==> config.mk <==
export PLATFORM = sky130hd
export DESIGN_NAME = calc_entry_sequencer
export DESIGN_NICKNAME = d
export VERILOG_FILES = /design/src/rtl/calc_entry_sequencer.sv
export SDC_FILE = /design/constraint.sdc
export NUM_CORES = 1
export LEC_CHECK = 0
export CAP_MARGIN = 40
export CORE_UTILIZATION = 35
export CTS_BUF_LIST = sky130_fd_sc_hd__clkbuf_4 sky130_fd_sc_hd__clkbuf_8 sky130_fd_sc_hd__clkbuf_16
export DETAILED_ROUTE_END_ITERATION = 7
export REMOVE_ABC_BUFFERS = 1
export SLEW_MARGIN = 20
export SYNTH_ARGS = -nofsm -noshare
export SYNTH_HDL_FRONTEND = slang
export SYNTH_SLANG_ARGS = --single-unit
==> constraint.sdc <==
create_clock -name clk -period 1.6 [get_ports clk]
set_input_delay 0.16 -clock clk [delete_from_list [all_inputs] [get_ports clk]]
set_output_delay 0.16 -clock clk [all_outputs]
set_load 0.005 [all_outputs]
==> src/rtl/calc_entry_sequencer.sv <==
// Operand-entry controller: debounces ENTER, captures two switch operands, latches the settled adder sum.
// Optional live switch echo on number when CALC_SHOW_OPERAND_EN is defined.
module calc_entry_sequencer #(
  parameter int DEBOUNCE_CYCLES = 16,
  parameter int SETTLE_CYCLES   = 2
) (
  input  logic       clk,
  input  logic       rst_n,
  input  logic [3:0] sw,
  input  logic       btn_enter,
  output logic [3:0] num1,
  output logic [3:0] num2,
  input  logic [4:0] total,
  output logic [4:0] number,
  output logic [1:0] phase,
  output logic       result_valid
);

  localparam int DW = (DEBOUNCE_CYCLES > 1) ? $clog2(DEBOUNCE_CYCLES) : 1;
  localparam int SW = (SETTLE_CYCLES > 1) ? $clog2(SETTLE_CYCLES) : 1;
  localparam logic [DW-1:0] DB_LAST = DW'(DEBOUNCE_CYCLES - 1);
  localparam logic [SW-1:0] ST_LAST = SW'(SETTLE_CYCLES - 1);

  typedef enum logic [1:0] {
    S_A      = 2'b00,
    S_B      = 2'b01,
    S_SETTLE = 2'b10,
    S_SHOW   = 2'b11
  } state_t;

  state_t          state;
  logic            s1, s2;
  logic            btn_db, btn_db_d;
  logic [DW-1:0]   cnt;
  logic [SW-1:0]   scnt;
  logic [4:0]      number_r;
  logic            press;

  // Two-flop synchroniser, then the level must hold for DEBOUNCE_CYCLES before it is accepted.
  always_ff @(posedge clk) begin
    if (!rst_n) begin
      s1       <= 1'b0;
      s2       <= 1'b0;
      btn_db   <= 1'b0;
      btn_db_d <= 1'b0;
      cnt      <= '0;
    end else begin
      s1       <= btn_enter;
      s2       <= s1;
      btn_db_d <= btn_db;
      if (s2 != btn_db) begin
        if (cnt == DB_LAST) begin
          btn_db <= s2;
          cnt    <= '0;
        end else begin
          cnt <= cnt + DW'(1);
        end
      end else begin
        cnt <= '0;
      end
    end
  end

  assign press = btn_db & ~btn_db_d;

  always_ff @(posedge clk) begin
    if (!rst_n) begin
      state        <= S_A;
      num1         <= 4'd0;
      num2         <= 4'd0;
      number_r     <= 5'd0;
      result_valid <= 1'b0;
      scnt         <= '0;
    end else begin
      case (state)
        S_A: begin
          if (press) begin
            num1  <= sw;
            state <= S_B;
          end
        end
        S_B: begin
          if (press) begin
            num2  <= sw;
            scnt  <= '0;
            state <= S_SETTLE;
          end
        end
        S_SETTLE: begin
          // Ripple adder outputs are only trusted after the settle window.
          if (scnt == ST_LAST) begin
            number_r     <= total;
            result_valid <= 1'b1;
            state        <= S_SHOW;
          end else begin
            scnt <= scnt + SW'(1);
          end
        end
        S_SHOW: begin
          if (press) begin
            num1         <= 4'd0;
            num2         <= 4'd0;
            number_r     <= 5'd0;
            result_valid <= 1'b0;
            state        <= S_A;
          end
        end
        default: state <= S_A;
      endcase
    end
  end

  assign phase = state;

`ifdef CALC_SHOW_OPERAND_EN
  always_comb begin
    number = number_r;
    case (state)
      S_A, S_B: number = {1'b0, sw};
      S_SETTLE: number = {1'b0, num2};
      default:  number = number_r;
    endcase
  end
`else
  assign number = number_r;
`endif

endmodule

After elaboration in Yosys (flattened, before gate mapping)
Cells that the tools add are included.
Widths: inputs -> output; s select.
Operators by class
  $add $sub $neg: 2
  eq/ne operators: 9
  muxes and demuxes: 17
  bitwise logic cells: 4
  reductions and logical operators: 12
Operators by type and width (count)
  $pmux 4 s2: 2
  $mux 5: 2
  $pmux 5 s2: 1
  $reduce_and 3->1: 3
  $mux 2: 4
  $mux 4: 2
  $ne 2x2->1 const B: 4
  $pmux 2 s4: 1
  $reduce_bool 2->1: 4
  $add 4x1->4 const B: 1
  $eq 2x2->1 const B: 2
  $eq 4x4->1 const B: 1
  $pmux 1 s2: 2
  $reduce_and 2->1: 2
  $reduce_and 4->1: 1
  $mux 1: 3
  $not 1->1: 3
  $reduce_or 3->1: 1
  $eq 2x1->1 const B: 1
  $logic_not 2->1: 1
  $add 1x1->1 const B: 1
  $and 1x1->1: 1
  $ne 1x1->1: 1
Storage, ports and cells
  bits in registers: 25
  bits of input ports: 12
  output and inout bits: 16
  word-level logic and storage cells: 55

Depth between registers and ports, before layout
Gate-level depths: netlist of run 1.
  depth in word-level cells: 4
  depth in mapped cells: 6

Least setup slack after synthesis of run 1
No wires, ideal clock.
  path type: register -> register
  start: register state[1], in the netlist phase[1]
  end: register state[1], in the netlist phase[1]
  arrival time: 1.318 ns
  path slack: 0.157 ns
  stages on the path, launching flop included: 7
  path buffers: 1
  clock period less this slack: 1.443 ns
  path through: dfxtp_1 > inv_1 > ha_1 > clkbuf_1 > or3_1 > nand4_1 > nand4_1
On the way
  word-level cells in the longest chain between the ends: 3
RTL lines
  start: declaration: line 31  | state_t state;
  start signal: assignment: line 68  | state <= S_A;
  start signal: assignment: line 79  | state <= S_B;
  start signal: assignment: line 86  | state <= S_SETTLE;
  $eq 2x2->1 (tied with other cells): line 75  | case (state)
  $ne 2x2->1 (no line)
  $reduce_and 4->1 (no line)
Several ways; a longest one is shown, not always the timed one.
A chain may end at the register's enable or synchronous reset.

Final worst setup path of run 1
  start: register state[1], in the netlist phase[1]
  end: register num2[3]
On the way
  word-level cells in the longest chain between the ends: 3
RTL lines
  $eq 2x1->1 / $eq 2x2->1 (equally long branches): line 75
  $ne 2x2->1 (no line) / $reduce_bool 2->1 (equally long branches)
  $reduce_and 3->1 (no line)
  end signal: assignment: line 84  | num2 <= sw;
  end: declaration: line 12  | output logic [3:0] num2,
Several ways; a longest one is shown, not always the timed one.

==> results of run 1 <==
## cell families (layout without fill, tap and decap cells)
group / Yosys count / after routing / synth area share, %
AOI/OAI and AO/OA: 30 / 30 / 20.57
xor gates and xnor gates: 3 / 3 / 2.373
adders and majority gates: 5 / 5 / 5.650
buffers and inverters: 11 / 39 / 4.859
DFF: 25 / 25 / 45.20
muxes: 1 / 1 / 0.9040
and+or+nand+nor: 40 / 40 / 20.45
## worst reg2reg max path, stage by stage (launching register included)
cell and delay (ns):
dfxtp_1 0.45, inv_1 0.09, ha_1 0.24, buf_4 0.17, nor2_1 0.17, o21ai_0 0.10, a21boi_0 0.18
## worst max-delay path by stage
stage             start         to  slack [ns]  cells after the start
6_report       phase[1]    num2[3]        0.13                      6
5_1_grt        phase[1]    num2[0]      -0.003                      6
4_1_cts        phase[0]  number[4]        0.11                      5
3_5_place_dp   phase[0]  number[4]        0.15                      5
3_3_place_gp   phase[0]  number[4]        0.17                      5
2_1_floorplan  phase[1]  number[0]        0.21                      4
## sequential cells by signal, indices dropped and copies added (netlist names), 2 cells and up
signal  cells
cnt         4
num1        4
num2        4
number      5
phase       2
## layout make-up
class | instances | share of cell area, %
sequential | 25 | 34.19
clock buffer | 3 | 1.538
inverter | 4 | 1.026
timing repair buffer | 31 | 20.51
clock inverter | 1 | 0.5128
multi-input combinational | 79 | 38.46
tap | 44 | 3.761
## cell usage in the layout, fill, tap and decap left out, drive strengths merged, types with 2 or more instances in the layout
cell	netlist	routed
nor2	5	5
dfxtp	25	25
xor2	3	3
nand4	4	4
buf	5	4
nand2	4	4
and2	3	3
ha	5	5
inv	4	4
o211ai	2	2
nor2b	4	4
o21ai	11	11
nand2b	2	2
a21boi	10	10
nand3	10	10
a32o	5	5
clkdlybuf4s50	0	27
clkbuf	2	3
## metal layers
metal / wire (µm) / track usage [%] / up-vias
met3: 57 / 3.125 / 2
li1: - / - / 473
met5: 0 / 0 / -
met4: 23 / 5.102 / 0
met1: 1086 / 20.03 / 422
met2: 1044 / 22.66 / 12
## report_power, final
part	leakage [nW]	internal (mW)	switching, mW
Combinational	0.314	0.200	0.221
Sequential	0.202	0.652	0.0316
Clock	0.0139	0.0952	0.197
## metrics by stage
step | instances | area, µm² | power (mW) | setup TNS [ns] | hold WS, ns
6_report | 187 | 1464 | 1.398 | 0 | 0.4215
5_1_grt | 187 | 1464 | 1.505 | -0.003046 | 0.3866
4_1_cts | 187 | 1454 | 1.404 | 0 | 0.4162
3_5_place_dp | 183 | 1424 | 1.109 | 0 | 0.4235
3_3_place_gp | 183 | 1424 | 1.100 | 0 | 0.4159
2_1_floorplan | 108 | 1069 | 0.9490 | 0 | 0.2817
==> flow_summary_export.csv, run 1 <==
group,metric,value,unit
sta,finalWorstSetupSlack,0.1307,ns
detailed_routing,drt-total-wl,2.212,mm
finish,final_core_util,48.35,%
placed_design,gp_congestion,0.7675,
worst_setup_path,crit_fanout,6,
hold_path,hold_start,"btn_enter",
placed_design,port_buffers,27,
pwr,worst_ir_drop_vdd,0.3669,mV
clocking,cts_buffer_depth,2,
worst_setup_path,path_delay_family,"flip-flops",
worst_setup_path,worstPathArrival,1.72,ns
detailed_routing,drc,0,
synthesis,ys_ff_latch,25,
finish,multi_input_area,563.0,µm²
synthesis,synth_most_common_cell,"dfxtp_1",
synthesis,yosys.area.top_type,"dfxtp_1",
floorplanning,core,0.003028,mm²
worst_setup_path,r2r_end,"num2[3]",
floorplanning,die_area,0.003392,mm²
floorplanning,die-height,58.25,µm
clocking,postCtsSetupRepairBufs,0,
global_routing,grt_pass1_vias,857,
placed_design,pre_cts_ws,0.1475,ns
global_routing,grt_max_degree,16,
floorplanning,row_count,20,
synthesis,postSynth.asyncResetShare,0,%
worst_setup_path,critPathSlowestCell,"dfxtp_1",
worst_setup_path,critPathBufInv,2,
detailed_routing,num_vias,909,
finish,diodes,0,
clocking,clk_latency,0.32,ns
worst_setup_path,reg2reg_slack,0.13,ns
synthesis,syn_area_per_cell,9.629,µm²
floorplanning,ios,28,
worst_setup_path,cp-start-kind,"register",
finish,fillers,293,
synthesis,synth_ff_type,"dfxtp_1",
synthesis,netlist.area_leader.share,45.20,%
sta,setup_violations,0,
clocking,cts.clk_slew.worst_paths,0.15,ns
sta,fin_skew,0.008614,ns
global_routing,grtUsageTotal,14.59,%
global_routing,grt_pass1_wl,3.815,mm
clocking,cts_hold_buf,0,
synthesis,ys_types,30,
clocking,ctsResizeCount,0,
pwr,power_density,954.7,mW/mm²
finish,nets,161,
sta,fmax,680.6,MHz
sta,slew_headroom,70.95,%
sta,maxSlewViolCount,0,
worst_setup_path,path_cells,"inv_1 > ha_1 > buf_4 > nor2_1 > o21ai_0 > a21boi_0",
worst_setup_path,critPathRequiredTime,1.85,ns
clocking,cts.sinks,25,
hold_path,hold_path_end,"s1",
global_routing,antenna_found_initial,0,
finish,syn_to_final_growth,32.20,%
clocking,cts_max_level,1,
synthesis,yosys-top-cells-area,"dfxtp_1, a21boi_0, ha_1",
global_routing,overflow,0,
clocking,cts-root-buf,"clkbuf_4",
floorplanning,initial_core_util,36.57,%
worst_setup_path,worstSetupEndpointType,"register",
finish,layout-drive-gt1-share,9.790,%
worst_setup_path,rr_startpoint,"phase[1]",
detailed_routing,drt-vias-per-instance,4.861,
worst_setup_path,slowest_delay,0.45,ns
synthesis,synth.top_cells.by_count,"dfxtp_1, o21ai_0, a21boi_0, nand3_1",
outcome,status,"finished, final reports clean",
sta,worst_slew_pin_slew,0.4358,ns
worst_setup_path,path_class,"reg -> reg",
synthesis,yosys_warnings,0,
synthesis,synth-edff-count,0,
sta,period_share,91.83,%
detailed_routing,antenna_left,0,
detailed_routing,drt-pass1-iter-count,4,
detailed_routing,avgRoutedWirePerCell,11.83,µm
hold_path,min_path_cells,2,
detailed_routing,drtIter0Drc,14,
synthesis,netlist_instances,115,
sta,finalHoldViolations,0,
clocking,cts_tree,"done",
run,drv_cap,0,
worst_setup_path,worstRegToRegCells,6,
pwr,leakagePower,0.5296,nW
finish,ff_latch_area,500.5,µm²
clocking,cts_buffers,3,
floorplanning,die_w,58.25,µm
hold_path,hp-class,"in -> reg",
synthesis,ys_seq_area_share,45.20,%
sta,fin_crit,1.469,ns
synthesis,syn-cell-area,0.001107,mm²
placed_design,dpl.hpwl,1.655,mm
No activity file was read; power rests on OpenSTA's default activity.
==> run 2, diff against run 1 <==
--- a/config.mk
+++ b/config.mk
@@ -6,7 +6,7 @@
 export NUM_CORES = 1
 export LEC_CHECK = 0
 export CAP_MARGIN = 40
-export CORE_UTILIZATION = 35
+export CORE_UTILIZATION = 30
 export CTS_BUF_LIST = sky130_fd_sc_hd__clkbuf_4 sky130_fd_sc_hd__clkbuf_8 sky130_fd_sc_hd__clkbuf_16
 export DETAILED_ROUTE_END_ITERATION = 7
 export REMOVE_ABC_BUFFERS = 1
==> run 2 against run 1 <==
Compared with the run above:
- critical path depth fell by 1
- design area rose by 1.5%
- via count rose by 2.0%
- clock skew fell by 0.0055 ns
- sequential power barely moved
- wire length rose by 0.41%
- count of clock-buffer cells in the layout rose by 1
- flip-flop and latch count did not move
- sequential share of layout area fell by 0.43 points
- critical path type unchanged
- critical endpoint is now phase[1]
- largest power group unchanged
==> flow_summary_export.csv, run 2 (synthesis gave the netlist of run 1 again) <==
group,metric,value,unit
floorplanning,initial_core_util,32.17,%
clocking,cts.clk_slew.worst_paths,0.08,ns
finish,final_area,0.001486,mm²
sta,finalWorstSetupSlack,0.1374,ns
global_routing,grtUsageTotal,12.12,%
sta,setup_violations,0,
sta,period_share,91.41,%
detailed_routing,drt-vias-per-instance,4.905,
run,drv_cap,0,
finish,multi_input_area,563.0,µm²
clocking,clk_latency,0.26,ns
pwr,worst_ir_drop_vdd,0.5832,mV
clocking,cts_max_level,1,
finish,fillers,340,
sta,slew_headroom,74.11,%
worst_setup_path,critPathRequiredTime,1.75,ns
worst_setup_path,worstSetupEndpointType,"register",
floorplanning,core,0.003442,mm²
placed_design,dp_cells,185,
global_routing,grt_max_degree,15,
sta,fmax,683.7,MHz
sta,rsz0062_at_grt,"no",
placed_design,port_buffers,27,
finish,largest_reg_flops,5,
sta,maxSlewViolCount,0,
placed_design,dpl.hpwl,1.671,mm
sta,finalSetupTns,0,ns
finish,diodes,0,
detailed_routing,antenna_left,0,
global_routing,grt_pass1_wl,3.843,mm
worst_setup_path,path_class,"reg -> reg",
finish,layout-drive-gt1-share,10.49,%
worst_setup_path,crit_fanout,8,
detailed_routing,drtIter0Drc,28,
floorplanning,die_area,0.003938,mm²
worst_setup_path,worstPathArrival,1.61,ns
placed_design,pre_cts_ws,0.1037,ns
global_routing,overflow,0,
sta,fin_crit,1.463,ns
detailed_routing,drc,0,
finish,ff_latch_area,501.7,µm²
clocking,cts_tree,"done",
clocking,cts.sinks,25,
detailed_routing,drt-pass1-iter-count,4,
placed_design,place_area,0.001426,mm²
detailed_routing,avgRoutedWirePerCell,11.75,µm
clocking,cts-root-buf,"clkbuf_8",
floorplanning,row_count,21,
finish,mostFrequentLayoutCell,"clkdlybuf4s50_1",
sta,finalHoldViolations,0,
clocking,cts_buffers,3,
floorplanning,die-height,62.76,µm
sta,fin_skew,0.003078,ns
finish,syn_to_final_growth,34.24,%
global_routing,grt_pass1_vias,888,
placed_design,gp_congestion,0.8476,
pwr,leakagePower,0.5423,nW
floorplanning,die_w,62.76,µm
clocking,cts_hold_buf,0,
finish,instances_no_fill,189,
global_routing,antenna_found_initial,0,
detailed_routing,num_vias,927,
outcome,status,"finished, final reports clean",
finish,nets,161,
pwr,power_density,1005,mW/mm²
clocking,cts_buffer_depth,2,
detailed_routing,drt-total-wl,2.221,mm
floorplanning,ios,28,
finish,final_cell_mix,"clkdlybuf4s50_1, dfxtp_1, o21ai_0, a21boi_0, nand3_1",
hold_path,hp-class,"reg -> reg",
finish,final_core_util,43.18,%
worst_setup_path,cp-start-kind,"register",
sta,worst_slew_pin_slew,0.3884,ns
-- run 2: changes by cell type in the layout (fill, tap and decap cells not counted) --
cell / change
clkbuf_8: +3
clkbuf_4: -2
dfxtp_2: +1
dfxtp_1: -1
clkinvlp_4: -1
-- run 2: metal layers --
metal	part of all wire, %	GRT usage [%]	wire length (µm)	up-vias
li1	-	-	-	468
met1	48	14.59	1072	435
met2	47	20.65	1045	22
met3	4.0	4.015	89	2
met4	0.63	2.907	14	0
met5	0	0	0	-
-- run 2: worst max-delay path, cell delays in order (launching register included) --
cell,delay [ns]
dfxtp_1,0.40
inv_1,0.10
ha_1,0.29
or3_1,0.36
nand4_1,0.11
nand4_1,0.08
-- run 2: report_power, final --
part           total [mW]  internal, mW  switching (mW)
combinational       0.425         0.200           0.225
sequential          0.687         0.653          0.0339
clock               0.382         0.195           0.188
total                1.49          1.05           0.447
-- run 2: path summary, 6_finish.rpt --
path / slack [ns] / depth (start not counted) / endpoint / startpoint
worst max-delay path: 0.14 / 5 / phase[1] / phase[0]
worst min-delay path: 0.44 / 1 / s2 / s1
worst min register to register: 0.44 / 1 / s2 / s1
worst max register to register: 0.14 / 5 / phase[1] / phase[0]
-- run 2: timing repair --
item                                    CTS  global route
endpoints found under the setup margin    0             4
buffers inserted                          0             0
gates resized for setup                   0             3
-- run 2: layout make-up --
type                    instances  area share [%]
flip-flops and latches         25           33.75
multi-input cells              79           37.88
well taps                      46           3.872
inverters                       4           1.010
clock buffers                   4           3.283
repair buffers                 31           20.20
-- run 2: metrics by stage --
step | hold slack [ns] | power, mW
floorplan | 0.2817 | 0.9490
global placement | 0.4266 | 1.097
detailed placement | 0.4241 | 1.106
CTS | 0.4456 | 1.495
global route | 0.4669 | 1.598
finish | 0.4416 | 1.495
==> run 3, diff against run 2 <==
--- a/config.mk
+++ b/config.mk
@@ -9,8 +9,10 @@
 export CORE_UTILIZATION = 30
 export CTS_BUF_LIST = sky130_fd_sc_hd__clkbuf_4 sky130_fd_sc_hd__clkbuf_8 sky130_fd_sc_hd__clkbuf_16
 export DETAILED_ROUTE_END_ITERATION = 7
+export HOLD_SLACK_MARGIN = 0.08
 export REMOVE_ABC_BUFFERS = 1
 export SLEW_MARGIN = 20
 export SYNTH_ARGS = -nofsm -noshare
 export SYNTH_HDL_FRONTEND = slang
 export SYNTH_SLANG_ARGS = --single-unit
+export TNS_END_PERCENT = 30
==> run 3 against run 2 <==
Compared with the run above:
- count of clock-buffer cells in the layout unchanged
- first-iteration DRC count unchanged
- clock power hardly changed
- wire length rose by 1.5%
- flip-flop and latch count unchanged
- core utilization fell by 0.29 points
- design area down 0.67%
- total power fell by 0.85%
- maximum frequency decreased by 5.7%
- worst setup slack worse by 0.088 ns
- hold slack about the same
- critical path type unchanged
- critical endpoint is now number[1]
==> flow_summary_export.csv, run 3 (synthesis gave the netlist of run 1 again) <==
group,metric,value,unit
outcome,status,"finished, final reports clean",
pwr,worst_ir_drop_vdd,0.5843,mV
worst_setup_path,worstRegToRegCells,5,
clocking,cts-root-buf,"clkbuf_8",
pwr,internal-power,1.039,mW
pwr,comb_power_share,27.9,%
sta,finalHoldViolations,0,
sta,slew_headroom,73.34,%
global_routing,antenna_found_initial,0,
finish,final_core_util,42.89,%
global_routing,grt_pass1_vias,888,
worst_setup_path,worstSetupEndpointType,"register",
floorplanning,die_area,0.003938,mm²
clocking,cts.sinks,25,
finish,largest_reg_flops,5,
worst_setup_path,critPathSlowestCell,"dfxtp_1",
clocking,cts_tree,"done",
hold_path,hp-class,"reg -> reg",
worst_setup_path,critPathRequiredTime,1.76,ns
finish,mostFrequentLayoutCell,"clkdlybuf4s50_1",
sta,rsz0062_at_grt,"yes",
worst_setup_path,critPathLaunch,"phase[0]",
detailed_routing,antenna_left,0,
global_routing,grt_pass1_wl,3.843,mm
floorplanning,die-height,62.76,µm
detailed_routing,drt-vias-per-instance,4.942,
clocking,cts_hold_buf,0,
floorplanning,initial_core_util,32.17,%
worst_setup_path,slowest_delay,0.41,ns
worst_setup_path,path_cells,"inv_1 > ha_1 > nand2b_1 > o211ai_4 > a32o_1",
detailed_routing,drtIter0Drc,28,
finish,syn_to_final_growth,33.33,%
detailed_routing,avgRoutedWirePerCell,11.93,µm
clocking,clk_latency,0.26,ns
worst_setup_path,cp-start-kind,"register",
pwr,swShare,29.90,%
floorplanning,die_w,62.76,µm
pwr,pwr-share-seq,46.4,%
pwr,clkPwrFrac,25.7,%
sta,fin_skew,0.002334,ns
worst_setup_path,reg2reg_slack,0.05,ns
pwr,power_density,1004,mW/mm²
pwr,p_total,1.482,mW
sta,worst_slew_pin_slew,0.3998,ns
worst_setup_path,worstPathArrival,1.71,ns
placed_design,port_buffers,27,
floorplanning,core,0.003442,mm²
detailed_routing,num_vias,934,
clocking,cts_buffers,3,
worst_setup_path,crit_fanout,8,
hold_path,hold_path_end,"s2",
finish,diodes,0,
global_routing,overflow,0,
clocking,cts_max_level,1,
global_routing,grt_max_degree,15,
sta,maxSlewViolCount,0,
run,drv_cap,0,
global_routing,grtUsageTotal,12.12,%
clocking,cts.clk_slew.worst_paths,0.08,ns
floorplanning,ios,28,
worst_setup_path,path_class,"reg -> reg",
finish,final_cell_mix,"clkdlybuf4s50_1, dfxtp_1, o21ai_0, a21boi_0, nand3_1",
detailed_routing,drc,0,
sta,fmax,644.7,MHz
clocking,ctsResizeCount,0,
sta,fin_crit,1.551,ns
worst_setup_path,rr_startpoint,"phase[0]",
detailed_routing,drt-pass1-iter-count,4,
hold_path,hold_start,"s1",
hold_path,min_path_cells,1,
pwr,p_sw,443.0,µW
placed_design,gp_congestion,0.8476,
detailed_routing,drt-total-wl,2.255,mm
pwr,leakagePower,0.5426,nW
finish,nets,161,
worst_setup_path,r2r_end,"number[1]",
sta,period_share,96.94,%
floorplanning,row_count,21,
clocking,cts_buffer_depth,2,
finish,layout-drive-gt1-share,9.091,%
sta,setup_violations,0,
placed_design,dpl.hpwl,1.671,mm
clocking,postCtsSetupRepairBufs,0,
==> run 3: cell type report <==
type                    count  area (µm²)
clock buffers               4       48.80
repair buffers             31       300.3
fillers                   340        1966
multi-input cells          79       553.0
flip-flops and latches     25       501.7
inverters                   4       15.01
well taps                  46       57.56
==> run 3: worst max-delay path, delay by kind of cell (launching register included) <==
family          cells  cell delay, ns
compound gates      2            0.41
flops               1            0.41
fa+ha+maj           1            0.30
simple gates        1            0.23
buf+inv             1            0.11
==> run 3: worst max path at each step <==
stage               slack [ns]         to
global route            -0.009  number[4]
global placement          0.13  number[1]
finish                    0.05  number[1]
floorplan                 0.21  number[0]
CTS                       0.09  number[4]
detailed placement        0.10  number[4]
==> run 3: metal layers <==
layer	share of wire, %	up-vias	wire [µm]	GRT usage, %
met5	0	-	0	0
met4	0.62	0	14	2.907
met3	3.7	2	84	4.015
met2	47	18	1062	20.65
met1	49	447	1094	14.59
li1	-	467	-	-
==> run 3: per-stage QoR <==
stage	area, µm²	worst slack (ns)	std cells	hold WS [ns]	setup TNS, ns
finish	1476	0.04900	189	0.4413	0
global route	1476	-0.009099	189	0.4669	-0.01930
CTS	1475	0.08763	189	0.4456	0
detailed placement	1426	0.1037	185	0.4241	0
global placement	1426	0.1292	185	0.4266	0
floorplan	1069	0.2076	108	0.2817	0
==> run 3: power by group through the flow <==
stage          clock network (mW)  registers (mW)  logic, mW
2_1_floorplan                   0           0.695      0.254
3_3_place_gp                    0           0.697      0.400
3_5_place_dp                    0           0.699      0.408
4_1_cts                     0.400           0.684      0.411
5_1_grt                     0.433           0.693      0.457
6_report                    0.380           0.688      0.414
